File: config.mk
export PLATFORM = sky130hd
export DESIGN_NAME = input_event_reporter
export DESIGN_NICKNAME = d
export VERILOG_FILES = /design/src/rtl/input_event_reporter.sv
export SDC_FILE = /design/constraint.sdc
export NUM_CORES = 1
export LEC_CHECK = 0
export ABC_CLOCK_PERIOD_IN_PS = 5550
export BUFFER_PORTS_ARGS = -buffer_cell sky130_fd_sc_hd__buf_2
export CELL_PAD_IN_SITES_DETAIL_PLACEMENT = 0
export CELL_PAD_IN_SITES_GLOBAL_PLACEMENT = 1
export CORE_MARGIN = 1
export CORE_UTILIZATION = 52
export CTS_BUF_LIST = sky130_fd_sc_hd__clkbuf_8
export DETAILED_ROUTE_END_ITERATION = 10
export PLACE_DENSITY_LB_ADDON = 0.1
export REMOVE_ABC_BUFFERS = 1
export SLEW_MARGIN = 10
export SYNTH_ARGS = -nofsm -noshare
export SYNTH_HDL_FRONTEND = slang
export SYNTH_SLANG_ARGS = --single-unit
File: constraint.sdc
create_clock -name clk_i -period 5.55 [get_ports clk_i]
set_input_delay 0.8325 -clock clk_i [delete_from_list [all_inputs] [get_ports clk_i]]
set_output_delay 0.8325 -clock clk_i [all_outputs]
set_load 0.03 [all_outputs]
File: src/rtl/input_event_reporter.sv
// ---------------------------------------------------------------------------
// input_event_reporter
//
// Synchronises and debounces NUM_INPUTS asynchronous inputs. Every debounced
// change is packed into one event word and queued in a small FIFO. A Wishbone
// classic master writes each queued word to EVENT_ADDR, one word per
// transaction.
//
// Event word layout (DATA_WIDTH bits):
//   [NUM_INPUTS-1:0]             new debounced levels
//   [2*NUM_INPUTS-1:NUM_INPUTS]  mask of the channels that changed
//   [DATA_WIDTH-1]               overflow flag at the moment the word is popped
//   all other bits               0
//
// Optional feature: define INPUT_EVENT_REPORTER_WB_TIMEOUT_EN to abandon a
// write after TIMEOUT_CYCLES cycles without ack_i. Without the macro the bus
// waits for ack_i indefinitely and timeout_o is tied low.
//
// Ports:
//   clk_i       system clock
//   rst_ni      asynchronous active-low reset
//   inputs_i    raw asynchronous buttons/switches
//   stable_o    debounced input levels
//   cyc_o/stb_o Wishbone cycle/strobe
//   we_o        write enable (1 during transactions)
//   adr_o       EVENT_ADDR during transactions, else 0
//   dat_o       event word during transactions, else 0
//   sel_o       all ones during transactions, else 0
//   ack_i       Wishbone acknowledge
//   overflow_o  sticky: an event was dropped since the last delivered word
//   timeout_o   one-cycle pulse on ack timeout
// ---------------------------------------------------------------------------
module input_event_reporter #(
   parameter int                    NUM_INPUTS      = 8,
   parameter int                    DEBOUNCE_PERIOD = 5,
   parameter int                    FIFO_DEPTH      = 4,
   parameter int                    DATA_WIDTH      = 32,
   parameter int                    ADDR_WIDTH      = 32,
   parameter logic [ADDR_WIDTH-1:0] EVENT_ADDR      = '0,
   parameter int                    TIMEOUT_CYCLES  = 64
) (
   input  logic                    clk_i,
   input  logic                    rst_ni,
   input  logic [NUM_INPUTS-1:0]   inputs_i,
   output logic [NUM_INPUTS-1:0]   stable_o,
   output logic                    cyc_o,
   output logic                    stb_o,
   output logic                    we_o,
   output logic [ADDR_WIDTH-1:0]   adr_o,
   output logic [DATA_WIDTH-1:0]   dat_o,
   output logic [DATA_WIDTH/8-1:0] sel_o,
   input  logic                    ack_i,
   output logic                    overflow_o,
   output logic                    timeout_o
);

   localparam int CW = $clog2(DEBOUNCE_PERIOD + 1);
   localparam int EW = 2 * NUM_INPUTS;
   localparam int AW = $clog2(FIFO_DEPTH);
   localparam logic [CW-1:0] CNT_LAST = CW'(DEBOUNCE_PERIOD - 1);

   typedef enum logic {IDLE, BUSY} state_e;

   // ---------------- synchroniser + debounce ----------------
   logic [NUM_INPUTS-1:0] meta_q, sync_q, stable_q, stable_d, changed;
   logic [CW-1:0]         cnt_q [NUM_INPUTS];
   logic [CW-1:0]         cnt_d [NUM_INPUTS];

   // NOTE: every variable gets a default at the top of always_comb, so no
   // path can leave it unassigned and infer a latch.
   always_comb begin
      stable_d = stable_q;
      for (int i = 0; i < NUM_INPUTS; i++) begin
         cnt_d[i] = '0;
         if (sync_q[i] != stable_q[i]) begin
            if (cnt_q[i] == CNT_LAST) stable_d[i] = sync_q[i];
            else                      cnt_d[i]    = cnt_q[i] + CW'(1);
         end
      end
   end

   assign changed = stable_d ^ stable_q;

   // NOTE: state registers use non-blocking assignments so every flop samples
   // the pre-edge value of every other flop.
   always_ff @(posedge clk_i or negedge rst_ni) begin
      if (!rst_ni) begin
         meta_q   <= '0;
         sync_q   <= '0;
         stable_q <= '0;
         for (int i = 0; i < NUM_INPUTS; i++) cnt_q[i] <= '0;
      end else begin
         meta_q   <= inputs_i;
         sync_q   <= meta_q;
         stable_q <= stable_d;
         cnt_q    <= cnt_d;
      end
   end

   assign stable_o = stable_q;

   // ---------------- event FIFO ----------------
   logic [EW-1:0] mem_q [FIFO_DEPTH];
   logic [AW:0]   wr_ptr_q, rd_ptr_q;
   logic          empty, full, push_req, do_push, drop, pop;
   logic          ack_take, tmo_fire, overflow_q;
   state_e        state_q;

   assign empty    = (wr_ptr_q == rd_ptr_q);
   assign full     = (wr_ptr_q[AW] != rd_ptr_q[AW]) &&
                     (wr_ptr_q[AW-1:0] == rd_ptr_q[AW-1:0]);
   assign push_req = |changed;
   assign ack_take = (state_q == BUSY) && ack_i;
   assign pop      = ack_take || tmo_fire;
   // A pop in the same cycle frees the head slot, so a full FIFO can still
   // accept the new word.
   assign do_push  = push_req && (!full || pop);
   assign drop     = push_req && full && !pop;

   // NOTE: the storage array has no reset; only the pointers define which
   // entries are valid.
   always_ff @(posedge clk_i) begin
      if (do_push) mem_q[wr_ptr_q[AW-1:0]] <= {changed, stable_d};
   end

   always_ff @(posedge clk_i or negedge rst_ni) begin
      if (!rst_ni) begin
         wr_ptr_q   <= '0;
         rd_ptr_q   <= '0;
         overflow_q <= 1'b0;
      end else begin
         if (do_push) wr_ptr_q <= wr_ptr_q + 1'b1;
         if (pop)     rd_ptr_q <= rd_ptr_q + 1'b1;
         // Set wins over clear so a drop coinciding with the clearing ack
         // is still reported.
         if (drop || tmo_fire)          overflow_q <= 1'b1;
         else if (ack_take && overflow_q) overflow_q <= 1'b0;
      end
   end

   assign overflow_o = overflow_q;

   // ---------------- Wishbone controller ----------------
   logic          cyc_q;
   logic [EW-1:0] dat_q;

`ifdef INPUT_EVENT_REPORTER_WB_TIMEOUT_EN
   localparam int TW = $clog2(TIMEOUT_CYCLES + 1);
   localparam logic [TW-1:0] TMO_LAST = TW'(TIMEOUT_CYCLES - 1);
   logic [TW-1:0] tmo_cnt_q;
   logic          timeout_q;

   assign tmo_fire  = (state_q == BUSY) && !ack_i && (tmo_cnt_q == TMO_LAST);
   assign timeout_o = timeout_q;

   always_ff @(posedge clk_i or negedge rst_ni) begin
      if (!rst_ni) begin
         tmo_cnt_q <= '0;
         timeout_q <= 1'b0;
      end else begin
         timeout_q <= tmo_fire;
         if (state_q == BUSY && !pop) tmo_cnt_q <= tmo_cnt_q + TW'(1);
         else                         tmo_cnt_q <= '0;
      end
   end
`else
   assign tmo_fire  = 1'b0;
   assign timeout_o = 1'b0;
`endif

   always_ff @(posedge clk_i or negedge rst_ni) begin
      if (!rst_ni) begin
         state_q <= IDLE;
         cyc_q   <= 1'b0;
         dat_q   <= '0;
      end else begin
         case (state_q)
            IDLE: begin
               // The head stays in the FIFO until acknowledged; popping only
               // on ack keeps the word's slot counted while it is on the bus.
               if (!empty) begin
                  dat_q   <= mem_q[rd_ptr_q[AW-1:0]];
                  cyc_q   <= 1'b1;
                  state_q <= BUSY;
               end
            end
            BUSY: begin
               if (pop) begin
                  dat_q   <= '0;
                  cyc_q   <= 1'b0;
                  state_q <= IDLE;
               end
            end
            default: state_q <= IDLE;
         endcase
      end
   end

   assign cyc_o = cyc_q;
   assign stb_o = cyc_q;
   assign we_o  = cyc_q;
   assign adr_o = cyc_q ? EVENT_ADDR : '0;
   assign sel_o = {(DATA_WIDTH/8){cyc_q}};

   // The overflow bit reflects the sticky flag at the instant the word is
   // acknowledged, so drops that happen while this word waits for its ack
   // are still reported by it.
   always_comb begin
      dat_o                 = '0;
      dat_o[EW-1:0]         = dat_q;
      dat_o[DATA_WIDTH-1]   = cyc_q && overflow_q;
   end

endmodule

==> flow_summary.yaml, run 1 <==
status:
  status: "complete, no violations"
global_routing:
  grt_max_degree: 74
  grt_overflow: 0
  grt.total_usage_pct: 17.6
  grt_pass1_vias: 3062
  grt_pass1_wl_um: 15000
  gr-usage-met1_pct: 22.3
  antenna_found_initial: 0
  use_met3_pct: 5.30
  top_usage_layer: "met2"
  use_met2_pct: 28.8
timing:
  setup_slack_ns: 2.79
  period_minus_slack_ns: 2.76
  final_hold_viol_count: 0
  fin_skew_ns: 0.0135
  fin_crit_sh_pct: 49.7
  max_freq_mhz: 363
  slew_headroom_pct: 39.3
  rsz0062_at_grt: "false"
  setup_viol: 0
  slew_violations: 0
  tightest_slew_ns: 0.910
  setup_tns_ns: 0
synthesis:
  avgSynthCellArea_um2: 14.8
  netlist_instances: 397
  ys_seq_area_share_pct: 63.8
  ys_seq_elements: 137
  syn_area_um2: 5870
  yosysTopAreaCell: "edfxtp_1"
  synth.top_cell.area_share_pct: 32.7
  ys_types: 37
  synth_area_leaders: "edfxtp_1 33%, dfrtp_1 31%, buf_4 7.2%"
  ys_warn_count: 0
placement:
  hpwl_um: 5690
  io_buffers: 43
  dp_slack_ns: 2.34
  gp_congestion: 0.685
power_and_ir_drop:
  power_frac_seq_pct: 41.8
  finalPower_uw: 3610
  leakage_uw: 0.00290
  p_clk_share_pct: 23.9
  p_int_uw: 2310
  irDropWorstVdd_mv: 0.342
  p_comb_share_pct: 34.3
  p_sw_uw: 1310
  power_density_nw_per_um2: 561
  p_sw_share_pct: 36.2
clock_network:
  tritoncts: "built"
  cts.sinks: 137
  cts_hold_buf: 0
  postCtsResizedCells: 0
  cts_buffer_depth: 2
  cts_buffers: 17
  clk_pin_slew_worst_paths_ns: 0.08
  cts_setup_buffers: 0
  cts.htree.levels: 4
  cts_root_buf: "clkbuf_8"
  insertion_delay_ns: 0.43
layout:
  nets: 478
  nFillCells: 870
  final_common_cell: "dfrtp_1"
  drive_above_1_share_pct: 24.4
  areaGrowthSynthToFinish_pct: 9.63
  mostFrequentLayoutCells: "73 x dfrtp_1, 64 x edfxtp_1, 48 x conb_1, 42 x buf_2, 23 x inv_1"
  antennaDiodeCount: 0
setup_path:
  worstReg2RegEnd: "mem_q[1][9]$_DFFE_PP_"
  required_ns: 5.60
  path_class: "input port to register"
  rr_worst_depth: 5
  start_kind: "input port"
  r2r_start: "state_q$_DFF_PN0_"
  cp.arrival_ns: 2.81
  r2r_setup_slack_ns: 2.83
  critPathMaxFanout: 22
  end_kind: "register"
drt:
  drtIter0Drc: 92
  ant_nets: 0
  vias: 2955
  drc: 0
  via_per_inst: 4.93
  detail_route.first_pass.iterations: 4
  wirelength_um: 9130
  wl_per_cell_um: 15.2
floorplan:
  die_h_um: 108
  placementRows: 38
  dieArea_um2: 11700
  initial_core_util_pct: 53.7
  core_um2: 10900
  ioPinCount: 92
  die_x_um: 108
job:
  cap_violations: 0
worst_hold_path:
  min_path_cells: 0
  min_from: "meta_q[7]$_DFF_PN0_"
  holdPathEnd: "sync_q[7]$_DFF_PN0_"
  min_path_type: "register to register"
==> registers in the layout (all words and copies together) (netlist names), 3 cells and up <==
signal and count:
cnt_q 24, dat_q 16, mem_q 64, meta_q 8
rd_ptr_q 3, stable_o 8, sync_q 8, wr_ptr_q 3
==> cell families (layout without fill, tap and decap cells) <==
kind of cell	Yosys count	after routing	share of synthesized area (%)
AO/OA/AOI/OAI	33	33	4.13
other	1	48	0.0639
AND/OR/NAND/NOR	75	75	6.73
multiplexers	30	30	8.80
buffers and inverters	85	100	9.08
XOR/XNOR	15	15	2.88
adder cells (fa/ha/maj)	21	21	4.47
flip-flops	137	137	63.8
==> stage by stage <==
step                cell area, um2  instances  util (%)  hold slack, ns
detailed placement            6010        567      55.0           0.339
CTS                           6440        599      58.9           0.358
global route                  6440        599      58.9           0.360
finish                        6440        599      58.9           0.355
global placement              6010        567      55.0           0.334
floorplan                     5600        382         -           0.331
==> per-layer routing <==
| layer | routed length (um) | part of all wire (%) |
|---|---|---|
| met1 | 4100 | 45 |
| met2 | 4550 | 50 |
| met3 | 383 | 4.2 |
| met4 | 94 | 1.0 |
| met5 | 0 | 0 |
==> power groups by stage <==
stage               sequential (uW)  combinational [uW]  clock (uW)
floorplan                      1730                 711           0
global placement               1520                1230           0
detailed placement             1530                1250           0
CTS                            1510                1260         876
global route                   1540                1370         923
finish                         1510                1240         865
==> cell type report <==
cell class | instances | area (um2) | area share, %
sequential | 137 | 3750 | 58.2
inverter | 23 | 86.3 | 1.34
tap | 140 | 175 | 2.72
clock inverter | 13 | 166 | 2.59
multi-input combinational | 222 | 1770 | 27.4
clock buffer | 19 | 262 | 4.06
timing repair buffer | 45 | 233 | 3.62
==> critical path: stages <==
cell	delay (ns)
buf_2	0.09
nand2_1	0.47
nand4_1	0.37
inv_1	0.08
nor2_2	0.23
and2_1	0.73
==> Yosys cell counts <==
master,count
and2_1,4
and2b_1,2
buf_2,2
edfxtp_1,64
inv_1,23
nor3b_1,2
buf_4,56
and3b_1,1
ha_1,21
nor2_2,2
nand2_1,14
xnor2_1,8
dfrtp_1,73
mux2_2,9
o31a_1,1
clkbuf_1,2
clkbuf_2,1
nor4_4,1
nand4_1,1
xnor2_2,5
nor2b_1,5
and3_1,16
conb_1,1
mux4_2,16
o21bai_4,1
a21o_1,16
buf_1,1
mux2i_1,4
mux2_4,1
o21ai_0,1
nand3_1,1
xor2_1,2
nor2_1,22
a211oi_1,6
a21oi_1,4
o22ai_1,4
nor3_1,4
==> worst max-delay path by stage <==
stage | from | to | slack [ns] | cells after the start
2_1_floorplan | cyc_o$_DFFE_PN0P_ | dat_o[31] | 2.70 | 1
3_3_place_gp | ack_i | mem_q[0][5]$_DFFE_PP_ | 2.45 | 6
3_5_place_dp | ack_i | mem_q[1][5]$_DFFE_PP_ | 2.34 | 6
4_1_cts | ack_i | mem_q[1][11]$_DFFE_PP_ | 2.78 | 6
5_1_grt | state_q$_DFF_PN0_ | mem_q[1][2]$_DFFE_PP_ | 2.61 | 5
6_report | ack_i | mem_q[1][9]$_DFFE_PP_ | 2.79 | 6
Power figures use the tool's default switching activity.
==> inputs of run 2 (changes only) <==
--- a/config.mk
+++ b/config.mk
@@ -5,12 +5,12 @@
 export SDC_FILE = /design/constraint.sdc
 export NUM_CORES = 1
 export LEC_CHECK = 0
-export ABC_CLOCK_PERIOD_IN_PS = 5550
+export ABC_CLOCK_PERIOD_IN_PS = 2570
 export BUFFER_PORTS_ARGS = -buffer_cell sky130_fd_sc_hd__buf_2
 export CELL_PAD_IN_SITES_DETAIL_PLACEMENT = 0
 export CELL_PAD_IN_SITES_GLOBAL_PLACEMENT = 1
 export CORE_MARGIN = 1
-export CORE_UTILIZATION = 52
+export CORE_UTILIZATION = 48
 export CTS_BUF_LIST = sky130_fd_sc_hd__clkbuf_8
 export DETAILED_ROUTE_END_ITERATION = 10
 export PLACE_DENSITY_LB_ADDON = 0.1
==> constraint.sdc (replaced) <==
create_clock -name clk_i -period 2.57 [get_ports clk_i]
set_input_delay 0.3855 -clock clk_i [delete_from_list [all_inputs] [get_ports clk_i]]
set_output_delay 0.3855 -clock clk_i [all_outputs]
set_load 0.03 [all_outputs]
==> run 2 against run 1 <==
Net effect:
- core utilization fell by 3.6 points
- flip-flop and latch count is the same
- non-clock buffer count grew 15
- clock power is 140% higher
- first-iteration DRC count up 39%
- die area grew 8.2%
- worst hold slack got worse by 0.30 ns
- combinational power grew 130%
- clock skew decreased by 0.0053 ns
- power rose by 120%
- via count rose by 0.71%
- critical path depth grew 2
- critical path type is now register to register
- highest routed layer unchanged
==> flow_summary.yaml, run 2 (synthesis gave the netlist of run 1 again) <==
power_and_ir_drop:
  finalPower_uw: 8090
  leakage_uw: 0.00299
  power_density_nw_per_um2: 1220
  irDropWorstVdd_mv: 0.526
drt:
  detail_route.first_pass.iterations: 4
  drc: 0
  drtIter0Drc: 128
  vias: 2976
  wl_per_cell_um: 15.5
  ant_nets: 0
  via_per_inst: 4.79
  wirelength_um: 9650
global_routing:
  grt_pass1_wl_um: 16000
  grt.total_usage_pct: 17.0
  grt_overflow: 0
  grt_max_degree: 38
  grt_pass1_vias: 2979
  antenna_found_initial: 0
timing:
  tightest_slew_ns: 0.499
  setup_tns_ns: 0
  rsz0062_at_grt: "false"
  final_hold_viol_count: 0
  max_freq_mhz: 458
  period_minus_slack_ns: 2.18
  fin_skew_ns: 0.00820
  slew_headroom_pct: 66.6
  setup_viol: 0
  fin_crit_sh_pct: 85.0
  slew_violations: 0
floorplan:
  ioPinCount: 92
  die_x_um: 113
  die_h_um: 113
  initial_core_util_pct: 49.1
  dieArea_um2: 12700
  core_um2: 12000
  placementRows: 40
setup_path:
  cp.depth: 8
  cp.arrival_ns: 2.32
  r2r_start: "cnt_q[21]$_DFF_PN0_"
  critPathMaxStageDelay_ns: 0.40
  crit_chain: "inv_1 -> ha_1 -> nand2_1 -> o22ai_1 -> nor4_4 -> nor2_2 -> and2_1 -> buf_4"
  r2r_setup_slack_ns: 0.39
  crit_slowest_cell: "dfrtp_1"
  critPathMaxFanout: 9
  critPathBufInv: 2
  path_class: "register to register"
  required_ns: 2.71
  rr_worst_depth: 8
  worstReg2RegEnd: "mem_q[0][14]$_DFFE_PP_"
  critPathTopFamily: "simple AND/OR/NAND/NOR gates"
  end_kind: "register"
  start_kind: "register"
layout:
  drive_above_1_share_pct: 25.9
  nFillCells: 976
  antennaDiodeCount: 0
  final_core_util_pct: 55.3
  stdcell_count: 621
  final_common_cell: "dfrtp_1"
  largest_register_ffs: 64
  nets: 493
  areaGrowthSynthToFinish_pct: 12.6
  mostFrequentLayoutCells: "73 x dfrtp_1, 64 x edfxtp_1, 48 x conb_1, 42 x buf_2, 24 x inv_1"
worst_hold_path:
  min_path_cells: 1
  holdPathEnd: "meta_q[0]$_DFF_PN0_"
  min_from: "inputs_i[0]"
  min_path_type: "input port to register"
placement:
  io_buffers: 43
  gp_congestion: 0.716
  dp_cells: 588
  hpwl_um: 6670
clock_network:
  cts_buffers: 17
  cts_root_buf: "clkbuf_8"
  clk_pin_slew_worst_paths_ns: 0.07
  cts_setup_buffers: 0
  cts_hold_buf: 1
  cts.sinks: 137
  insertion_delay_ns: 0.43
  cts.htree.levels: 4
  cts_buffer_depth: 2
  tritoncts: "built"
  postCtsResizedCells: 0
job:
  cap_violations: 0
status:
  status: "complete, no violations"
[run 2: cell types whose count changed in the layout (fill, tap and decap cells not counted), sizes merged]
cell / before / now
buf: 45 / 59
bufinv: 3 / 6
clkbuf: 19 / 18
clkinv: 6 / 4
clkinvlp: 1 / 3
dlygate4sd3: 0 / 1
inv: 26 / 24
[run 2: worst register-to-register path, stage by stage, from the launching register on]
cell and delay, ns:
dfrtp_1 0.40, inv_1 0.06, ha_1 0.19, nand2_1 0.12, o22ai_1 0.40, nor4_4 0.12, nor2_2 0.22, and2_1 0.19
buf_4 0.19
[run 2: per-layer routing]
layer,vias to the layer above,global-route usage (%),wire (um)
li1,1425,-,-
met1,1456,24.3,4710
met2,82,24.6,4370
met3,13,4.27,403
met4,0,7.73,167
met5,-,0,0
[run 2: worst max-delay path by stage]
| stage | start | end |
|---|---|---|
| after floorplan | rd_ptr_q[0]$_DFFE_PN0P_ | mem_q[3][0]$_DFFE_PP_ |
| after global placement | cnt_q[9]$_DFF_PN0_ | mem_q[0][1]$_DFFE_PP_ |
| after detailed placement | cnt_q[21]$_DFF_PN0_ | mem_q[0][14]$_DFFE_PP_ |
| after CTS | cnt_q[21]$_DFF_PN0_ | mem_q[0][0]$_DFFE_PP_ |
| after global routing | cnt_q[0]$_DFF_PN0_ | mem_q[0][0]$_DFFE_PP_ |
| final | cnt_q[21]$_DFF_PN0_ | mem_q[0][14]$_DFFE_PP_ |
[run 2: final cells by class]
class / instances / area [um2] / share of cell area (%)
Sequential cell: 137 / 3750 / 56.7
Clock inverter: 14 / 228 / 3.45
Timing Repair Buffer: 60 / 348 / 5.26
Multi-Input combinational cell: 222 / 1770 / 26.7
Tap cell: 147 / 184 / 2.78
Clock buffer: 18 / 248 / 3.75
Inverter: 23 / 86.3 / 1.31
[run 2: stage by stage]
step,hold WS [ns],instance area (um2),setup WS [ns]
2_1_floorplan,0.0899,5600,0.104
6_report,0.0591,6610,0.385
5_1_grt,0.0253,6610,0.208
3_3_place_gp,0.333,6120,0.401
3_5_place_dp,0.336,6120,0.371
4_1_cts,0.0151,6610,0.348
[run 2: where the power goes]
group,total [uW],internal (uW),switching (uW)
registers,3230,2900,325
clock network,2050,1270,785
logic,2820,1120,1690
